**config.mk**
```make
export PLATFORM = sky130hd
export DESIGN_NAME = mm_buf_loader
export DESIGN_NICKNAME = d
export VERILOG_FILES = /design/src/rtl/mm_buf_loader.sv
export SDC_FILE = /design/constraint.sdc
export NUM_CORES = 1
export LEC_CHECK = 0
export ABC_AREA = 1
export BUFFER_PORTS_ARGS = -buffer_cell sky130_fd_sc_hd__buf_2
export CORE_AREA = 2 2 228 230
export CTS_BUF_LIST = sky130_fd_sc_hd__clkbuf_16
export DETAILED_ROUTE_END_ITERATION = 10
export DIE_AREA = 0 0 230 232
export SKIP_LAST_GASP = 1
export SYNTH_ARGS = -nofsm -noshare
export SYNTH_HDL_FRONTEND = slang
export SYNTH_SLANG_ARGS = --single-unit
```
**constraint.sdc**
```tcl
create_clock -name i_clk -period 1.5 [get_ports i_clk]
set_input_delay 0.075 -clock i_clk [delete_from_list [all_inputs] [get_ports i_clk]]
set_output_delay 0.075 -clock i_clk [all_outputs]
set_load 0.03 [all_outputs]
```
**src/rtl/mm_buf_loader.sv**
```systemverilog
// Writer side of the matmul operand buffers: turns a valid/ready stream of operand
// words into sequential writes across the 16 A-lane RAMs or the single B RAM.
module mm_buf_loader #(
  parameter int DW      = 264,
  parameter int LANES   = 16,
  parameter int A_DEPTH = 128,
  parameter int B_DEPTH = 2048,
  parameter int LEN_W   = 12
) (
  input  logic                       i_clk,
  input  logic                       i_rst,
  input  logic                       i_start,
  input  logic                       i_target,
  input  logic [LEN_W-1:0]           i_len,
  input  logic                       i_valid,
  input  logic [DW-1:0]              i_data,
  output logic                       o_ready,
  output logic [LANES-1:0]           o_a_we,
  output logic [$clog2(A_DEPTH)-1:0] o_a_addr,
  output logic                       o_b_we,
  output logic [$clog2(B_DEPTH)-1:0] o_b_addr,
  output logic [DW-1:0]              o_wdata,
  output logic                       o_busy,
  output logic                       o_done
);

  localparam int LANE_W = $clog2(LANES);
  localparam int AA_W   = $clog2(A_DEPTH);
  localparam int BA_W   = $clog2(B_DEPTH);
  localparam int CNT_W  = LEN_W + 1;
  // A capacity (LANES*A_DEPTH) equals B_DEPTH, so one clamp serves both targets.
  localparam logic [CNT_W-1:0] CAP = CNT_W'(B_DEPTH);

  typedef enum logic [1:0] {IDLE, LOAD, DONE} state_t;

  state_t             state_q;
  logic [CNT_W-1:0]   cnt_q;
  logic [CNT_W-1:0]   rem_q;
  logic               target_q;
  logic [LANES-1:0]   a_we_q;
  logic [AA_W-1:0]    a_addr_q;
  logic               b_we_q;
  logic [BA_W-1:0]    b_addr_q;
  logic [DW-1:0]      wdata_q;

  logic [CNT_W-1:0]   len_ext;
  logic [CNT_W-1:0]   len_d;
  logic [BA_W-1:0]    word_idx;
  logic [LANES-1:0]   lane_onehot;
  logic               unused_cnt_hi;

  assign len_ext     = {1'b0, i_len};
  assign len_d       = (len_ext > CAP) ? CAP : len_ext;
  assign word_idx    = cnt_q[BA_W-1:0];
  assign lane_onehot = {{(LANES-1){1'b0}}, 1'b1} << word_idx[LANE_W-1:0];
  // After clamping, cnt never reaches past B_DEPTH, so its top bits never address anything.
  assign unused_cnt_hi = ^cnt_q[CNT_W-1:BA_W];

  always_ff @(posedge i_clk) begin
    if (i_rst) begin
      state_q  <= IDLE;
      cnt_q    <= '0;
      rem_q    <= '0;
      target_q <= 1'b0;
      a_we_q   <= '0;
      a_addr_q <= '0;
      b_we_q   <= 1'b0;
      b_addr_q <= '0;
      wdata_q  <= '0;
    end else begin
      // NOTE: strobes default low with non-blocking assigns; a later assign in the same block wins.
      a_we_q <= '0;
      b_we_q <= 1'b0;
      unique case (state_q)
        IDLE: begin
          if (i_start) begin
            target_q <= i_target;
            rem_q    <= len_d;
            cnt_q    <= '0;
            state_q  <= (len_d == '0) ? DONE : LOAD;
          end
        end
        LOAD: begin
          if (i_valid) begin
            if (target_q) begin
              b_we_q   <= 1'b1;
              b_addr_q <= word_idx;
            end else begin
              a_we_q   <= lane_onehot;
              a_addr_q <= word_idx[BA_W-1:LANE_W];
            end
            wdata_q <= i_data;
            cnt_q   <= cnt_q + 1'b1;
            rem_q   <= rem_q - 1'b1;
            if (rem_q == CNT_W'(1)) state_q <= DONE;
          end
        end
        DONE:    state_q <= IDLE;
        default: state_q <= IDLE;
      endcase
    end
  end

  assign o_ready  = (state_q == LOAD);
  assign o_busy   = (state_q != IDLE);
  assign o_done   = (state_q == DONE);
  assign o_a_we   = a_we_q;
  assign o_a_addr = a_addr_q;
  assign o_b_we   = b_we_q;
  assign o_b_addr = b_addr_q;
  assign o_wdata  = wdata_q;

endmodule

```
==> flow_metrics.env, run 1 <==
export IMPL_ys_ff_latch=326
export IMPL_cts_sink_count=326
export IMPL_slowest_stage="dfxtp_2"
export IMPL_vias=13900
export IMPL_power_mw=21.5
export IMPL_violations="negative setup slack"
export IMPL_setup_ws_ps=-5.90
export IMPL_worstSetupPathType="register to register"
export IMPL_antenna_found_initial=2
export IMPL_cp_top_family="buffers and inverters"
export IMPL_swShare_pct=28.4
export IMPL_finalSetupTns_ps=-5.90
export IMPL_drt_first_pass_iters=5
export IMPL_layout_common_cells="nand2_1, buf_2, dfxtp_1"
export IMPL_leakage_nw=9.23
export IMPL_final_common_cell="nand2_1"
export IMPL_relSlewSlack_pct=59.0
export IMPL_clkLatencyLatePin_ps=530
export IMPL_cts_buffers=37
export IMPL_synth_top_area_share_pct=54.4
export IMPL_worst_path_max_fanout=6
export IMPL_numPortBuffers=582
export IMPL_grt_usage_pct=16.0
export IMPL_core_area_um2=50900
export IMPL_arrival_ps=1890
export IMPL_max_stage_delay_ps=320
export IMPL_yosysSeqAreaShare_pct=54.4
export IMPL_place_congestion=0.873
export IMPL_internal_power_mw=15.4
export IMPL_h_tree_depth=2
export IMPL_setup_viol=1
export IMPL_ir_drop_v=0.000869
export IMPL_cts_tree="done"
export IMPL_worstPathCellList="inv_2 > nor2_4 > nand2_4 > clkinv_8 > buf_16 > buf_16 > buf_4 > nand2_1 > a21oi_2"
export IMPL_crit_top_cell="buf_16"
export IMPL_p_seq_share_pct=43.0
export IMPL_combPwrFrac_pct=18.6
export IMPL_top_level_ports=583
export IMPL_crit_path_end_kind="register"
export IMPL_start_kind="register"
export IMPL_power_switching_mw=6.12
export IMPL_synth_top_cell_by_area="dfxtp_1"
export IMPL_status="finished, violations left"
export IMPL_clock_skew_ps=8.53
export IMPL_initial_core_util_pct=23.6
export IMPL_antenna_left=0
export IMPL_hold_path_class="input pin to register"
export IMPL_die_area_um2=53400
export IMPL_dp_hpwl_mm=30.7
export IMPL_cts_root_buf="clkbuf_16"
export IMPL_drv_cap=0
export IMPL_rows=83
export IMPL_grt_pass1_wl_mm=69.0
export IMPL_die_x_um=230
export IMPL_pwr_share_clk_pct=38.3
export IMPL_grt_max_degree=113
export IMPL_final_layout_size_suffix_gt1_share_pct=30.6
export IMPL_worst_ep_required_time_ps=1890
export IMPL_period_minus_slack_ps=1510
export IMPL_area_delta_synth_final_pct=69.4
export IMPL_cellPowerDensity_nw_per_um2=1060
export IMPL_rsz0062_at_grt="true"
export IMPL_synth_cell_type_count=24
export IMPL_worstMarginPinSlew_ps=616
export IMPL_grt_pass1_vias=13300
export IMPL_hold_viol=0
export IMPL_fp_dieH_um=232
export IMPL_syn_area_um2=12000
export IMPL_synthCells=1559
export IMPL_nFillCells=4964
export IMPL_routed_wirelength_mm=48.4
export IMPL_syn_mean_instance_area_um2=7.70
export IMPL_clk_pin_slew_worst_paths_ps=60
export IMPL_finalCritPeriodShare_pct=100
export IMPL_first_iter_violations=635
export IMPL_wl_per_cell_um=15.4
export IMPL_grt_ovfl_total=0
export IMPL_final_nets=2737
export IMPL_syn_num_nets=1848
export IMPL_yosys_warnings=0
export IMPL_cp_buffers_inverters=5
export IMPL_cts_buffer_depth=3
export IMPL_max_freq_mhz=664
export IMPL_vias_per_cell=4.41
export IMPL_synthTopCellsByArea="dfxtp_1, nand2_1, a21oi_1"
export IMPL_finalMaxSlewViolations=0
export IMPL_drc_errors=0
layer usage:
layer / track usage [%] / share of wire, %
met2: 27.8 / 49
met4: 7.22 / 3.9
met5: 0 / 0
met3: 4.29 / 8.1
met1: 18.3 / 39
synth_stat cells (all sizes together):
master  count
ha          8
clkinv      1
a21oi     294
dfxtp     326
nor3b       1
a31oi       1
buf        62
nor2       51
o22ai       2
or2         2
nand4      11
o21ai      27
inv        62
clkbuf     40
nand2     607
nand3      50
and3        1
nor3       13
worst register-to-register path: cells and delay by family, from the launching register on:
| kind | cells | cell delay (ps) |
|---|---|---|
| buf+inv | 5 | 650 |
| compound gates | 1 | 70 |
| simple gates | 3 | 340 |
| flops | 1 | 320 |
final cells by class:
type	instances	area (um2)	area share, %
repair buffers	952	6890	33.9
flip-flops and latches	326	6530	32.1
multi-input cells	1068	4720	23.2
clock buffers	37	926	4.56
well taps	680	851	4.19
inverters	63	249	1.23
clock inverters	27	154	0.757
diodes	1	2.50	0.0123
state kept, by name (all words and copies together) (netlist names):
register  flops
cnt_q        11
target_q      1
rem_q        13
o_a_addr      7
o_a_we       16
o_b_addr     11
o_wdata     264
o_b_we        1
state_q       2
path summary, 6_finish.rpt:
kind | slack [ps] | end | start | cells after the start
max | -6 | o_wdata[114] | state_q[0] | 9
min | 60 | state_q[1] | i_valid | 7
max reg2reg | -6 | o_wdata[114] | state_q[0] | 9
min reg2reg | 460 | o_b_addr[8] | o_b_addr[8] | 2
power groups by stage:
| stage | clock (mW) | combinational [mW] | sequential, mW |
|---|---|---|---|
| 3_3_place_gp | 0 | 3.07 | 9.43 |
| 6_report | 8.26 | 4.01 | 9.27 |
| 4_1_cts | 8.59 | 3.70 | 9.26 |
| 3_5_place_dp | 0 | 3.10 | 9.44 |
| 2_1_floorplan | 0 | 1.24 | 10.1 |
| 5_1_grt | 8.88 | 4.31 | 9.31 |
cells by family after synthesis:
family	Yosys count	synth area share [%]
AND/OR/NAND/NOR	736	24.1
flip-flops	326	54.4
AO/OA/AOI/OAI	324	13.5
buffers and inverters	165	7.08
adder cells (fa/ha/maj)	8	0.834
metrics by stage:
stage          setup slack [ps]  area (um2)  util (%)  cells  hold WS (ps)
2_1_floorplan               128       12000         -   1559           218
3_3_place_gp                118       15800      31.0   2780           323
4_1_cts                    2.71       19700      38.7   3123          5.01
6_report                  -5.90       20300      39.9   3154          56.2
5_1_grt                   -88.0       20300      39.9   3154          79.0
3_5_place_dp               59.1       15800      31.0   2780           329
what timing repair did:
item                       in CTS  in global routing
pin swaps                       0                  8
gates cloned                    0                 13
hold buffers                  279                  0
setup endpoints to repair       1                215
gates resized for setup         5                 52
setup buffers                   0                 17
hold endpoints to repair      279                  0
(Power assumes the default switching activity.)
==> run 2, diff against run 1 <==
--- a/config.mk
+++ b/config.mk
@@ -11,6 +11,7 @@
 export CTS_BUF_LIST = sky130_fd_sc_hd__clkbuf_16
 export DETAILED_ROUTE_END_ITERATION = 10
 export DIE_AREA = 0 0 230 232
+export SKIP_CTS_REPAIR_TIMING = 1
 export SKIP_LAST_GASP = 1
 export SYNTH_ARGS = -nofsm -noshare
 export SYNTH_HDL_FRONTEND = slang
==> run 2 against run 1 <==
The flow still finishes with violations (negative setup slack). Non-clock buffer count is 4 lower. Register-to-register slack about the same. Largest power group unchanged. Critical path type unchanged. Critical endpoint is now o_a_addr[6]. Via count is 0.24% higher. Clock skew increased by 2.4 ps. Combinational power about the same. Cell area down 0.29%. Power up 0.19%. Largest cell class unchanged. Fmax shrank 0.74%. First-iteration DRC count grew 7.1%.
==> flow_metrics.env, run 2 (synthesis gave the netlist of run 1 again) <==
export IMPL_crit_top_cell="buf_6"
export IMPL_drt_first_pass_iters=7
export IMPL_worst_path_max_fanout=7
export IMPL_core_area_um2=50900
export IMPL_violations="negative setup slack"
export IMPL_max_stage_delay_ps=330
export IMPL_setup_ws_ps=-17.1
export IMPL_clkLatencyLatePin_ps=530
export IMPL_leakage_nw=9.18
export IMPL_r2r_end="o_a_addr[6]"
export IMPL_finalMaxSlewViolations=0
export IMPL_cts_sink_count=326
export IMPL_clk_pin_slew_worst_paths_ps=60
export IMPL_final_nets=2733
export IMPL_reg2reg_depth=9
export IMPL_finalSetupTns_ps=-50.9
export IMPL_initial_core_util_pct=23.6
export IMPL_relSlewSlack_pct=60.2
export IMPL_grt_pass1_vias=11500
export IMPL_routed_wirelength_mm=49.1
export IMPL_antenna_left=0
export IMPL_fp_dieH_um=232
export IMPL_area_delta_synth_final_pct=68.9
export IMPL_place_congestion=0.873
export IMPL_vias_per_cell=4.43
export IMPL_ff2ff_setup_slack_ps=-20
export IMPL_hold_ws_ps=10.9
export IMPL_grt_usage_pct=14.3
export IMPL_cts_tree="done"
export IMPL_r2r_start="state_q[0]"
export IMPL_hold_viol=0
export IMPL_die_x_um=230
export IMPL_antenna_found_initial=1
export IMPL_nFillCells=4958
export IMPL_cts_buffer_depth=3
export IMPL_hold_path_class="input pin to register"
export IMPL_start_kind="register"
export IMPL_whs_endpoint="state_q[1]"
export IMPL_drv_cap=0
export IMPL_setup_viol=4
export IMPL_layout_common_cells="nand2_1, buf_2, dfxtp_1"
export IMPL_max_freq_mhz=659
export IMPL_cts_buffers=37
export IMPL_worstPathCellList="inv_2 > nor2_4 > nand2_4 > buf_12 > nor2_4 > buf_6 > buf_6 > buf_6 > a21oi_2"
export IMPL_grt_pass1_wl_mm=61.2
export IMPL_arrival_ps=1930
export IMPL_vias=13900
export IMPL_largest_reg_flops=264
export IMPL_slowest_stage="dfxtp_2"
export IMPL_h_tree_depth=2
export IMPL_first_iter_violations=680
export IMPL_startpoint="state_q[0]"
export IMPL_cts_root_buf="clkbuf_16"
export IMPL_crit_path_end_kind="register"
export IMPL_rsz0062_at_grt="true"
export IMPL_wl_per_cell_um=15.6
export IMPL_worst_ep_required_time_ps=1910
export IMPL_ir_drop_v=0.000863
export IMPL_clock_skew_ps=10.9
export IMPL_final_common_cell="nand2_1"
export IMPL_cellPowerDensity_nw_per_um2=1070
export IMPL_drc_errors=0
export IMPL_top_level_ports=583
export IMPL_status="finished, violations left"
export IMPL_worstSetupPathType="register to register"
export IMPL_numPortBuffers=582
export IMPL_final_layout_size_suffix_gt1_share_pct=30.5
export IMPL_period_minus_slack_ps=1520
export IMPL_grt_max_degree=113
export IMPL_dp_hpwl_mm=30.7
export IMPL_worstMarginPinSlew_ps=597
export IMPL_finalCritPeriodShare_pct=101
export IMPL_rows=83
export IMPL_grt_ovfl_total=0
export IMPL_min_delay_start="i_len[7]"
export IMPL_die_area_um2=53400
export IMPL_holdPathStages=6
## run 2: cell types whose count changed in the layout (fill, tap and decap cells not counted), sizes merged
cell,delta
clkbuf,-2
dlygate4sd3,-1
buf,-1
## run 2: worst max path at each step
stage,endpoint
floorplan,state_q[1]
global placement,o_wdata[92]
detailed placement,o_wdata[44]
CTS,o_ready
global route,o_wdata[84]
finish,o_a_addr[6]
## run 2: metrics by stage
| stage | area [um2] | std cells | setup WS, ps | utilization (%) | total power [mW] |
|---|---|---|---|---|---|
| floorplan | 12000 | 1559 | 128 | - | 11.3 |
| global placement | 15800 | 2780 | 118 | 31.0 | 12.5 |
| detailed placement | 15800 | 2780 | 59.1 | 31.0 | 12.5 |
| CTS | 16900 | 2844 | -144 | 33.2 | 21.0 |
| global route | 20300 | 3149 | -102 | 39.8 | 22.5 |
| finish | 20300 | 3150 | -17.1 | 39.8 | 21.6 |
## run 2: critical path: cells and delay by family, from the launching register on
family	cells	cell delay [ps]
buffers and inverters	5	590
AND/OR/NAND/NOR	3	460
flip-flops	1	330
AO/OA/AOI/OAI	1	40
## run 2: per-layer routing
metal	track usage [%]	part of all wire, %	vias to the layer above
met2	24.3	50	604
met1	16.8	40	6462
met3	4.41	7.5	104
met4	5.38	3.0	0
li1	-	-	6773
met5	0	0	-
## run 2: area by class of cell
type | count | area (um2) | area share [%]
Timing Repair Buffer | 948 | 6830 | 33.7
Sequential cell | 326 | 6530 | 32.2
Multi-Input combinational cell | 1068 | 4710 | 23.3
Clock buffer | 37 | 926 | 4.57
Tap cell | 680 | 851 | 4.20
Inverter | 63 | 249 | 1.23
Clock inverter | 27 | 154 | 0.760
Antenna cell | 1 | 2.50 | 0.0124
## run 2: power breakdown
group	internal, mW	switching (mW)	total, mW
Combinational	1.70	2.30	4.00
Clock	4.66	3.65	8.31
Sequential	9.04	0.230	9.27
